==> src/rtl/alu_multiciclo.sv <==
// Purpose  : registered WIDTH-bit ALU (arith/logic groups, Z/C/S flags) with an
//            iterative shift-add unsigned multiply producing a double-width product.
// Latency  : simple ops 1 clock (start edge -> done); multiply WIDTH clocks.
// Backpr.  : start is only sampled while busy=0; starts during a multiply are dropped.
// Ports    : clk/reset (async, active-high); start, A, B, Op, l in;
//            R (low result), Rh (product high half), z/c/s flags, busy, done out.
// Option   : define ALU_OVERFLOW_EN to add the registered signed-overflow flag v.
module alu_multiciclo #(
    parameter int WIDTH = 4,
    parameter int CNT_W = $clog2(WIDTH) + 1
) (
    input  logic             clk,
    input  logic             reset,
    input  logic             start,
    input  logic [WIDTH-1:0] A,
    input  logic [WIDTH-1:0] B,
    input  logic [2:0]       Op,
    input  logic             l,
    output logic [WIDTH-1:0] R,
    output logic [WIDTH-1:0] Rh,
    output logic             z,
    output logic             c,
    output logic             s,
    output logic             busy,
    output logic             done
`ifdef ALU_OVERFLOW_EN
    ,
    output logic             v
`endif
);

    typedef enum logic {
        S_IDLE = 1'b0,
        S_MUL  = 1'b1
    } state_t;

    localparam logic [WIDTH:0]   ONE_X   = (WIDTH+1)'(1);
    localparam logic [WIDTH-1:0] MIN_NEG = {1'b1, {(WIDTH-1){1'b0}}};
    localparam logic [CNT_W-1:0] LAST    = CNT_W'(WIDTH-1);

    state_t               state_q, state_d;
    logic [CNT_W-1:0]     cnt_q, cnt_d;
    logic [WIDTH-1:0]     mcand_q, mcand_d;
    logic [2*WIDTH-1:0]   acc_q, acc_d;
    logic [WIDTH-1:0]     r_q, r_d;
    logic [WIDTH-1:0]     rh_q, rh_d;
    logic                 z_q, z_d;
    logic                 c_q, c_d;
    logic                 s_q, s_d;
    logic                 busy_q, busy_d;
    logic                 done_q, done_d;
`ifdef ALU_OVERFLOW_EN
    logic                 v_q, v_d;
    logic                 alu_v;
`endif

    // Single-cycle result path, evaluated on the live operands.
    logic [WIDTH:0]       alu_ext;
    logic [WIDTH-1:0]     alu_r;
    logic                 alu_c;
    logic                 alu_s;
    logic                 alu_z;

    // Multiply step: the low half of acc starts as the multiplier and is shifted
    // out one bit per clock while the partial product grows into the high half.
    logic [WIDTH:0]       mul_sum;
    logic [2*WIDTH-1:0]   mul_acc;
    logic                 is_mul;

    assign is_mul = !l && (Op == 3'b100);

    always_comb begin
        alu_ext = '0;
        alu_r   = '0;
        alu_c   = 1'b0;
        alu_s   = 1'b0;
`ifdef ALU_OVERFLOW_EN
        alu_v   = 1'b0;
`endif
        if (!l) begin
            case (Op)
                3'b000:  alu_ext = {1'b0, A} + {1'b0, ~B} + ONE_X;
                3'b001:  alu_ext = {1'b0, A} + {1'b0, B};
                3'b010:  alu_ext = {1'b0, ~B} + ONE_X;
                3'b011:  alu_ext = {1'b0, ~A} + ONE_X;
                // 100 takes the multiply path; 101..111 are reserved and yield zero.
                default: alu_ext = '0;
            endcase
            alu_r = alu_ext[WIDTH-1:0];
            alu_c = alu_ext[WIDTH];
            alu_s = alu_ext[WIDTH-1];
`ifdef ALU_OVERFLOW_EN
            case (Op)
                3'b000:  alu_v = (A[WIDTH-1] != B[WIDTH-1]) && (alu_ext[WIDTH-1] != A[WIDTH-1]);
                3'b001:  alu_v = (A[WIDTH-1] == B[WIDTH-1]) && (alu_ext[WIDTH-1] != A[WIDTH-1]);
                // Negating the most negative value is the only overflowing case.
                3'b010:  alu_v = (B == MIN_NEG);
                3'b011:  alu_v = (A == MIN_NEG);
                default: alu_v = 1'b0;
            endcase
`endif
        end else begin
            case (Op)
                3'b000:  alu_r = A & B;
                3'b001:  alu_r = A | B;
                3'b010:  alu_r = A ^ B;
                3'b011:  alu_r = ~A;
                default: alu_r = '0;
            endcase
        end
        alu_z = ~|alu_r;
    end

    always_comb begin
        mul_sum = {1'b0, acc_q[2*WIDTH-1:WIDTH]} + (acc_q[0] ? {1'b0, mcand_q} : '0);
        mul_acc = {mul_sum, acc_q[WIDTH-1:1]};
    end

    always_comb begin
        state_d = state_q;
        cnt_d   = cnt_q;
        mcand_d = mcand_q;
        acc_d   = acc_q;
        r_d     = r_q;
        rh_d    = rh_q;
        z_d     = z_q;
        c_d     = c_q;
        s_d     = s_q;
        busy_d  = busy_q;
        done_d  = 1'b0;
`ifdef ALU_OVERFLOW_EN
        v_d     = v_q;
`endif
        case (state_q)
            S_IDLE: begin
                if (start) begin
                    if (is_mul) begin
                        mcand_d = A;
                        acc_d   = {{WIDTH{1'b0}}, B};
                        cnt_d   = '0;
                        busy_d  = 1'b1;
                        state_d = S_MUL;
                    end else begin
                        r_d    = alu_r;
                        rh_d   = '0;
                        z_d    = alu_z;
                        c_d    = alu_c;
                        s_d    = alu_s;
                        done_d = 1'b1;
`ifdef ALU_OVERFLOW_EN
                        v_d    = alu_v;
`endif
                    end
                end
            end
            S_MUL: begin
                acc_d = mul_acc;
                cnt_d = cnt_q + 1'b1;
                // The WIDTH-th step both finishes the product and publishes it.
                if (cnt_q == LAST) begin
                    cnt_d   = '0;
                    state_d = S_IDLE;
                    busy_d  = 1'b0;
                    done_d  = 1'b1;
                    r_d     = mul_acc[WIDTH-1:0];
                    rh_d    = mul_acc[2*WIDTH-1:WIDTH];
                    c_d     = |mul_acc[2*WIDTH-1:WIDTH];
                    s_d     = mul_acc[WIDTH-1];
                    z_d     = ~|mul_acc;
`ifdef ALU_OVERFLOW_EN
                    v_d     = 1'b0;
`endif
                end
            end
            default: begin
                state_d = S_IDLE;
                busy_d  = 1'b0;
            end
        endcase
    end

    always_ff @(posedge clk or posedge reset) begin
        if (reset) begin
            state_q <= S_IDLE;
            cnt_q   <= '0;
            mcand_q <= '0;
            acc_q   <= '0;
            r_q     <= '0;
            rh_q    <= '0;
            z_q     <= 1'b0;
            c_q     <= 1'b0;
            s_q     <= 1'b0;
            busy_q  <= 1'b0;
            done_q  <= 1'b0;
`ifdef ALU_OVERFLOW_EN
            v_q     <= 1'b0;
`endif
        end else begin
            state_q <= state_d;
            cnt_q   <= cnt_d;
            mcand_q <= mcand_d;
            acc_q   <= acc_d;
            r_q     <= r_d;
            rh_q    <= rh_d;
            z_q     <= z_d;
            c_q     <= c_d;
            s_q     <= s_d;
            busy_q  <= busy_d;
            done_q  <= done_d;
`ifdef ALU_OVERFLOW_EN
            v_q     <= v_d;
`endif
        end
    end

    assign R    = r_q;
    assign Rh   = rh_q;
    assign z    = z_q;
    assign c    = c_q;
    assign s    = s_q;
    assign busy = busy_q;
    assign done = done_q;
`ifdef ALU_OVERFLOW_EN
    assign v    = v_q;
`endif

endmodule

==> config.mk <==
export PLATFORM = sky130hd
export DESIGN_NAME = alu_multiciclo
export DESIGN_NICKNAME = d
export VERILOG_FILES = /design/src/rtl/alu_multiciclo.sv
export SDC_FILE = /design/constraint.sdc
export NUM_CORES = 1
export LEC_CHECK = 0
export CORE_ASPECT_RATIO = 0.9
export CORE_MARGIN = 1
export CORE_UTILIZATION = 41
export DETAILED_ROUTE_END_ITERATION = 10
export PLACE_DENSITY = 0.62
export SLEW_MARGIN = 20
export SYNTH_ARGS = -nofsm -noshare
export SYNTH_HDL_FRONTEND = slang
export SYNTH_SLANG_ARGS = --single-unit
==> constraint.sdc <==
create_clock -name clk -period 2.8 [get_ports clk]
set_input_delay 0.42 -clock clk [delete_from_list [all_inputs] [get_ports clk]]
set_output_delay 0.42 -clock clk [all_outputs]
set_load 0.005 [all_outputs]
==> results of run 1 <==
==> cell families after synthesis <==
logic type / share of synthesized area [%]
flip-flops: 33.47
adder cells (fa/ha/maj): 13.16
multiplexers: 9.464
AND/OR/NAND/NOR: 19.04
AO/OA/AOI/OAI: 14.77
XOR/XNOR: 2.424
buffers and inverters: 7.675
==> through the flow <==
step	power, mW	setup slack, ns	area, um2
floorplan	1.172	0.5433	2168
global placement	1.518	-0.02354	2620
detailed placement	1.548	-0.1006	2620
CTS	2.007	0.2113	2736
global route	2.145	0.1338	2736
finish	1.983	0.2080	2736
==> sequential cells by signal, indices dropped and copies added, names as in the netlist <==
register,cells
cnt_q,3
acc_q,8
Rh,4
s,1
done,1
R,4
mcand_q,4
state_q,1
z,1
c,1
busy,1
==> area by class of cell <==
type	instances	area (um2)	area share [%]
Multi-Input combinational cell	174	1276	46.64
Sequential cell	29	725.7	26.52
Timing Repair Buffer	50	442.9	16.19
Inverter	25	93.84	3.429
Clock buffer	7	86.33	3.155
Tap cell	65	81.33	2.972
Clock inverter	1	30.03	1.097
==> final timing paths <==
path	cells past startpoint	start	to
max	9	A[0]	z
min	2	mcand_q[2]	mcand_q[2]
max reg2reg	9	acc_q[0]	c
min reg2reg	2	mcand_q[2]	mcand_q[2]
max in group asynchronous	3	reset	acc_q[7]
min in group asynchronous	3	reset	busy
==> routing by layer <==
layer,up-vias,wire length [um],global-route usage (%)
li1,914,-,-
met1,863,2419,28.77
met2,35,2258,30.05
met3,5,194,4.000
met4,0,49,6.790
met5,-,0,0
==> power by group <==
part	total, mW	internal [mW]	leakage (nW)	switching, mW
registers	0.682	0.580	0.369	0.102
clock network	0.450	0.290	0.0585	0.160
logic	0.851	0.435	0.868	0.416
==> worst max-delay path: cells and delay by family <==
| family | cells | cell delay, ns |
|---|---|---|
| AOI/OAI and AO/OA | 3 | 0.74 |
| adders and majority gates | 2 | 0.66 |
| buffers and inverters | 2 | 0.59 |
| muxes | 1 | 0.29 |
| and+or+nand+nor | 1 | 0.06 |
==> cell usage in the layout, fill, tap and decap left out, types with 3 or more instances in the layout <==
cell type / n
o21ai_0: 7
nand3b_1: 3
xnor2_1: 6
nor2_1: 18
nand2_1: 34
fa_1: 3
nand2b_1: 3
mux4_2: 3
clkbuf_8: 6
inv_1: 23
nand3_1: 3
nor3_1: 7
mux2i_1: 10
o21ai_1: 8
clkdlybuf4s50_1: 27
and2_1: 3
ha_1: 18
dfrtp_1: 29
a21oi_1: 14
buf_4: 23
nor2b_1: 3
==> metrics.yaml, run 1 <==
outcome:
  run_status: "finished, final reports clean"
clock_tree:
  htreeDepth: 2
  cts_setup_buffers: 0
  holdBufCountCts: 0
  cts_root_buf: "clkbuf_8"
  cts_tree: "yes"
  cts_buffers: 5
  clock_latency_ns: 0.28
  cts_sinks: 29
  clkTransAtPathRegs_ns: 0.06
  clockBufferDepth: 2
  ctsResizeCount: 0
yosys:
  syn-num-nets: 275
  ys_dominant_reg_cell: "dfrtp_1"
  synth_area_leaders: "dfrtp_1, ha_1, nand2_1"
  post-synth-top-count-cell: "nand2_1"
  yosysWarningCount: 0
  syn_avg_cell_area_um2: 9.073
  ys_top_cells_by_count: "nand2_1, dfrtp_1, inv_1"
  postSynthCellCount: 239
  synth_top_area_share_pct: 33.47
  ys_seq_area_share_pct: 33.47
  synth_edf_count: 0
  netlist_area_um2: 2168
  synth_cell_types: 50
  yosysTopAreaCell: "dfrtp_1"
  ys_ff_latch: 29
  async_flop_share_pct: 100.0
sta:
  worst_slew_pin_slew_ns: 0.4807
  slew_viol_final: 0
  hold-worst-slack_ns: 0.4820
  fmax_ghz: 0.3858
  fin_crit_ns: 2.592
  setup_viol: 0
  setup_tns_ns: 0
  hold_viol: 0
  finalCritPeriodShare_pct: 92.57
  rsz0062_at_grt: "no"
  skew_ns: 0.007262
  slew_headroom_pct: 67.86
detailed_routing:
  wl_per_cell_um: 14.03
  viasPerCell: 5.177
  drc: 0
  dr.pass1.iters: 4
  drtIter0Drc: 115
  ant_nets: 0
  drt-total-wl_um: 4923
  vias: 1817
global_routing:
  grt_overflow: 0
  grt_max_degree: 30
  grt_pass1_wl_um: 8493
  antenna_found_initial: 0
  grt_pass1_vias: 1723
  track_usage_pct: 20.04
critical_path:
  path_cells: "clkdlybuf4s50_1, inv_1, ha_1, fa_1, mux2_1, o21ai_0, nor2_1, o31a_1, a221o_1"
  timing.reg2reg.setup_slack_ns: 0.34
  worstSetupStartpointType: "primary input"
  critPathMaxFanout: 3
  cp-end-kind: "flip-flop"
  critPathKind: "primary input to flip-flop"
  cp_data_required_time_ns: 2.97
  max_stage_delay_ns: 0.51
  critical_path_arrival_ns: 2.76
  cp_slowest_cell: "clkdlybuf4s50_1"
floorplan:
  die_y_um: 70.99
  core.rowCount: 24
  die-area_um2: 5584
  start_util_pct: 43.76
  core_area_um2: 4955
  ioPinCount: 28
  die_w_um: 78.66
power_and_ir_drop:
  vdd_drop_max_v: 0.0003570
  powerDensity_nw_per_um2: 724.9
  power.leakage_nw: 1.296
place:
  gp_congestion: 0.8563
  place_inst: 343
  port_buffers: 27
  dp_hpwl_um: 3902
cells_and_area:
  layout.cells.non_filler: 351
  area_delta_synth_final_pct: 26.20
  finish.utilization_pct: 55.23
  fillers: 482
  num-nets-final: 321
  drive_above_1_share_pct: 15.03
  antenna_cells: 0
worst_hold_path:
  hold_class: "flip-flop to flip-flop"
flow_run:
  maxCapViolations: 0
(Power assumes the default switching activity.)
==> run 2: changes to the inputs <==
ABC_CLOCK_PERIOD_IN_PS = 2800   (was default)
==> results of run 2 <==
No change in the layout: final DEF, timing and power equal those of run 1.
==> run 3: changes to the inputs <==
CORE_ASPECT_RATIO = 0.5   (was 0.9)
SETUP_SLACK_MARGIN = 0.15   (was default)
==> run 3 against run 2 <==
Sequential share of layout area is 0.061 points lower. Hold slack worse by 0.0034 ns. Global-route usage is 0.11 points higher. Final cell count is 1.7% higher. Routed wire length is 3.1% higher. Setup slack better by 0.12 ns. Clock-buffer cell count is 2 lower. Maximum frequency is 4.7% higher. Combinational power is 2% higher. Clock power is 30% lower. Design area is 0.23% higher. Critical endpoint unchanged.
==> metrics.yaml, run 3 (synthesized netlist as in run 1, its figures left out) <==
detailed_routing:
  drc: 0  # unchanged
  wl_per_cell_um: 14.22  # was 14.03 um
  ant_nets: 0  # unchanged
  drt-total-wl_um: 5076  # was 4923 um
  dr.pass1.iters: 4  # unchanged
  drtIter0Drc: 91  # was 115
  vias: 1849  # was 1817
  viasPerCell: 5.179  # was 5.177
worst_hold_path:
  min_path_cells: 2  # unchanged
  hold_class: "flip-flop to flip-flop"  # unchanged
  hold_path_end: "Rh[0]"  # was mcand_q[2]
  min_from: "Rh[0]"  # was mcand_q[2]
outcome:
  run_status: "finished, final reports clean"  # unchanged
power_and_ir_drop:
  p_int_mw: 1.184  # was 1.305 mW
  vdd_drop_max_v: 0.0002652  # was 0.0003570 V
  p_sw_share_pct: 36.67  # was 34.18%
  powerDensity_nw_per_um2: 681.8  # was 724.9 nW/um2
  seq_power_share_pct: 36.9  # was 34.4%
  p_sw_mw: 0.6857  # was 0.6781 mW
  p_clk_share_pct: 16.9  # was 22.7%
  power.leakage_nw: 1.308  # was 1.296 nW
  p_comb_share_pct: 46.2  # was 42.9%
  p_total_mw: 1.870  # was 1.983 mW
critical_path:
  r2r_start: "acc_q[0]"  # unchanged
  crit_family: "buffers and inverters"  # was compound AO/OA/AOI/OAI gates
  worstSetupStartpointType: "primary input"  # unchanged
  cp-end-kind: "flip-flop"  # unchanged
  crit_buf_inv: 4  # was 2
  critPathKind: "primary input to flip-flop"  # unchanged
  critical_path_arrival_ns: 2.63  # was 2.76 ns
  cp_slowest_cell: "clkdlybuf4s50_1"  # unchanged
  max_stage_delay_ns: 0.47  # was 0.51 ns
  critical_path.most_common_cell: "inv_1"
  timing.reg2reg.setup_slack_ns: 0.37  # was 0.34 ns
  crit_path_start: "A[2]"  # was A[0]
  reg2reg_depth: 9  # unchanged
  path_cells: "clkdlybuf4s50_1, inv_1, ha_1, inv_1, mux4_2, a21oi_1, o311ai_1, buf_4, o31a_1, a221o_1"  # was clkdlybuf4s50_1, inv_1, ha_1, fa_1, mux2_1, o21ai_0, nor2_1, o31a_1, a221o_1
  cp_data_required_time_ns: 2.96  # was 2.97 ns
  critPathMaxFanout: 2  # was 3
  reg2reg_to: "c"  # unchanged
floorplan:
  core_area_um2: 5000  # was 4955 um2
  die_w_um: 104.8  # was 78.66 um
  die_y_um: 53.43  # was 70.99 um
  core.rowCount: 18  # was 24
  start_util_pct: 43.37  # was 43.76%
  ioPinCount: 28  # unchanged
  die-area_um2: 5601  # was 5584 um2
sta:
  setup_tns_ns: 0  # unchanged
  fin_crit_ns: 2.476  # was 2.592 ns
  slew_headroom_pct: 65.84  # was 67.86%
  finalCritPeriodShare_pct: 88.41  # was 92.57%
  skew_ns: 0.006850  # was 0.007262 ns
  hold_viol: 0  # unchanged
  slew_viol_final: 0  # unchanged
  rsz0062_at_grt: "no"  # unchanged
  fmax_ghz: 0.4039  # was 0.3858 GHz
  worst_slew_pin_slew_ns: 0.5124  # was 0.4807 ns
  setup_viol: 0  # unchanged
global_routing:
  grt_overflow: 0  # unchanged
  grt_max_degree: 30  # unchanged
  antenna_found_initial: 0  # unchanged
  grt_pass1_wl_um: 8445  # was 8493 um
  track_usage_pct: 20.15  # was 20.04%
  grt_pass1_vias: 1685  # was 1723
cells_and_area:
  drive_above_1_share_pct: 16.03  # was 15.03%
  final_cell_mix: "nand2_1, dfrtp_1, clkdlybuf4s50_1, buf_4, inv_1"  # was nand2_1, dfrtp_1, clkdlybuf4s50_1
  layout.cells.non_filler: 357  # was 351
  largest_register_ffs: 8  # unchanged
  area_delta_synth_final_pct: 26.49  # was 26.20%
  num-nets-final: 324  # was 321
  largest-register: "acc_q"  # unchanged
  antenna_cells: 0  # unchanged
  fillers: 458  # was 482
  mostFrequentLayoutCell: "nand2_1"  # unchanged
  finish.utilization_pct: 54.85  # was 55.23%
  final_cell_area_um2: 2743  # was 2736 um2
clock_tree:
  clkTransAtPathRegs_ns: 0.06  # about the same
  cts_tree: "yes"  # unchanged
  cts_buffers: 5  # unchanged
  htreeDepth: 2  # unchanged
  cts_sinks: 29  # unchanged
  cts_root_buf: "clkbuf_8"  # unchanged
  clockBufferDepth: 2  # unchanged
  holdBufCountCts: 0  # unchanged
  clock_latency_ns: 0.28  # about the same
  cts_setup_buffers: 0  # unchanged
place:
  place_inst: 351  # was 343
  gp_congestion: 0.8365  # was 0.8563
  dp_hpwl_um: 4040  # was 3902 um
  port_buffers: 27  # unchanged
  placement.cell_area_um2: 2661  # was 2620 um2
flow_run:
  maxCapViolations: 0  # unchanged
run 3: area by class of cell:
| type | instances | area, um2 | share of cell area (%) |
|---|---|---|---|
| timing repair buffer | 53 | 479.2 | 17.47 |
| multi-input combinational | 174 | 1282 | 46.76 |
| sequential | 29 | 725.7 | 26.46 |
| tap | 70 | 87.58 | 3.193 |
| inverter | 25 | 93.84 | 3.422 |
| clock inverter | 1 | 5.005 | 0.1825 |
| clock buffer | 5 | 68.82 | 2.509 |
run 3: metal layers:
layer	vias up	GRT usage, %	share of wire, %	routed length (um)
li1	918	-	-	-
met1	887	28.83	51	2588
met2	39	31.02	43	2207
met3	5	4.187	4.6	233
met4	0	4.930	0.91	46
met5	-	0	0	0
run 3: worst max-delay path by stage:
| stage | end | slack [ns] | cells after the start |
|---|---|---|---|
| 5_1_grt | c | 0.17 | 9 |
| 3_3_place_gp | z | -0.06 | 9 |
| 3_5_place_dp | z | -0.17 | 9 |
| 2_1_floorplan | z | 0.54 | 8 |
| 6_report | z | 0.32 | 10 |
| 4_1_cts | z | 0.21 | 9 |
run 3: tightest hold or removal path, stage by stage, from the launching register on:
cell     delay, ns
dfrtp_1       0.34
nand2_1       0.05
o31ai_1       0.05
run 3: power by group through the flow:
| stage | Sequential (mW) | Combinational, mW | Clock (mW) |
|---|---|---|---|
| 6_report | 0.690 | 0.864 | 0.316 |
| 5_1_grt | 0.713 | 0.971 | 0.345 |
| 4_1_cts | 0.691 | 0.868 | 0.320 |
| 3_5_place_dp | 0.697 | 0.864 | 0 |
| 3_3_place_gp | 0.689 | 0.847 | 0 |
| 2_1_floorplan | 0.670 | 0.502 | 0 |
run 3: metrics by stage:
stage,worst slack (ns),hold slack [ns]
after global routing,0.1725,0.5131
after floorplan,0.5433,0.4474
after global placement,-0.06140,0.4685
final,0.3244,0.4786
after detailed placement,-0.1697,0.4720
after CTS,0.2074,0.4862
run 3: repair_timing:
item | 4_1_cts | 5_1_grt
endpoints found under the hold margin | 0 | 0
gates resized for setup | 2 | 2
cloned | 0 | 0
setup endpoints to repair | 1 | 1
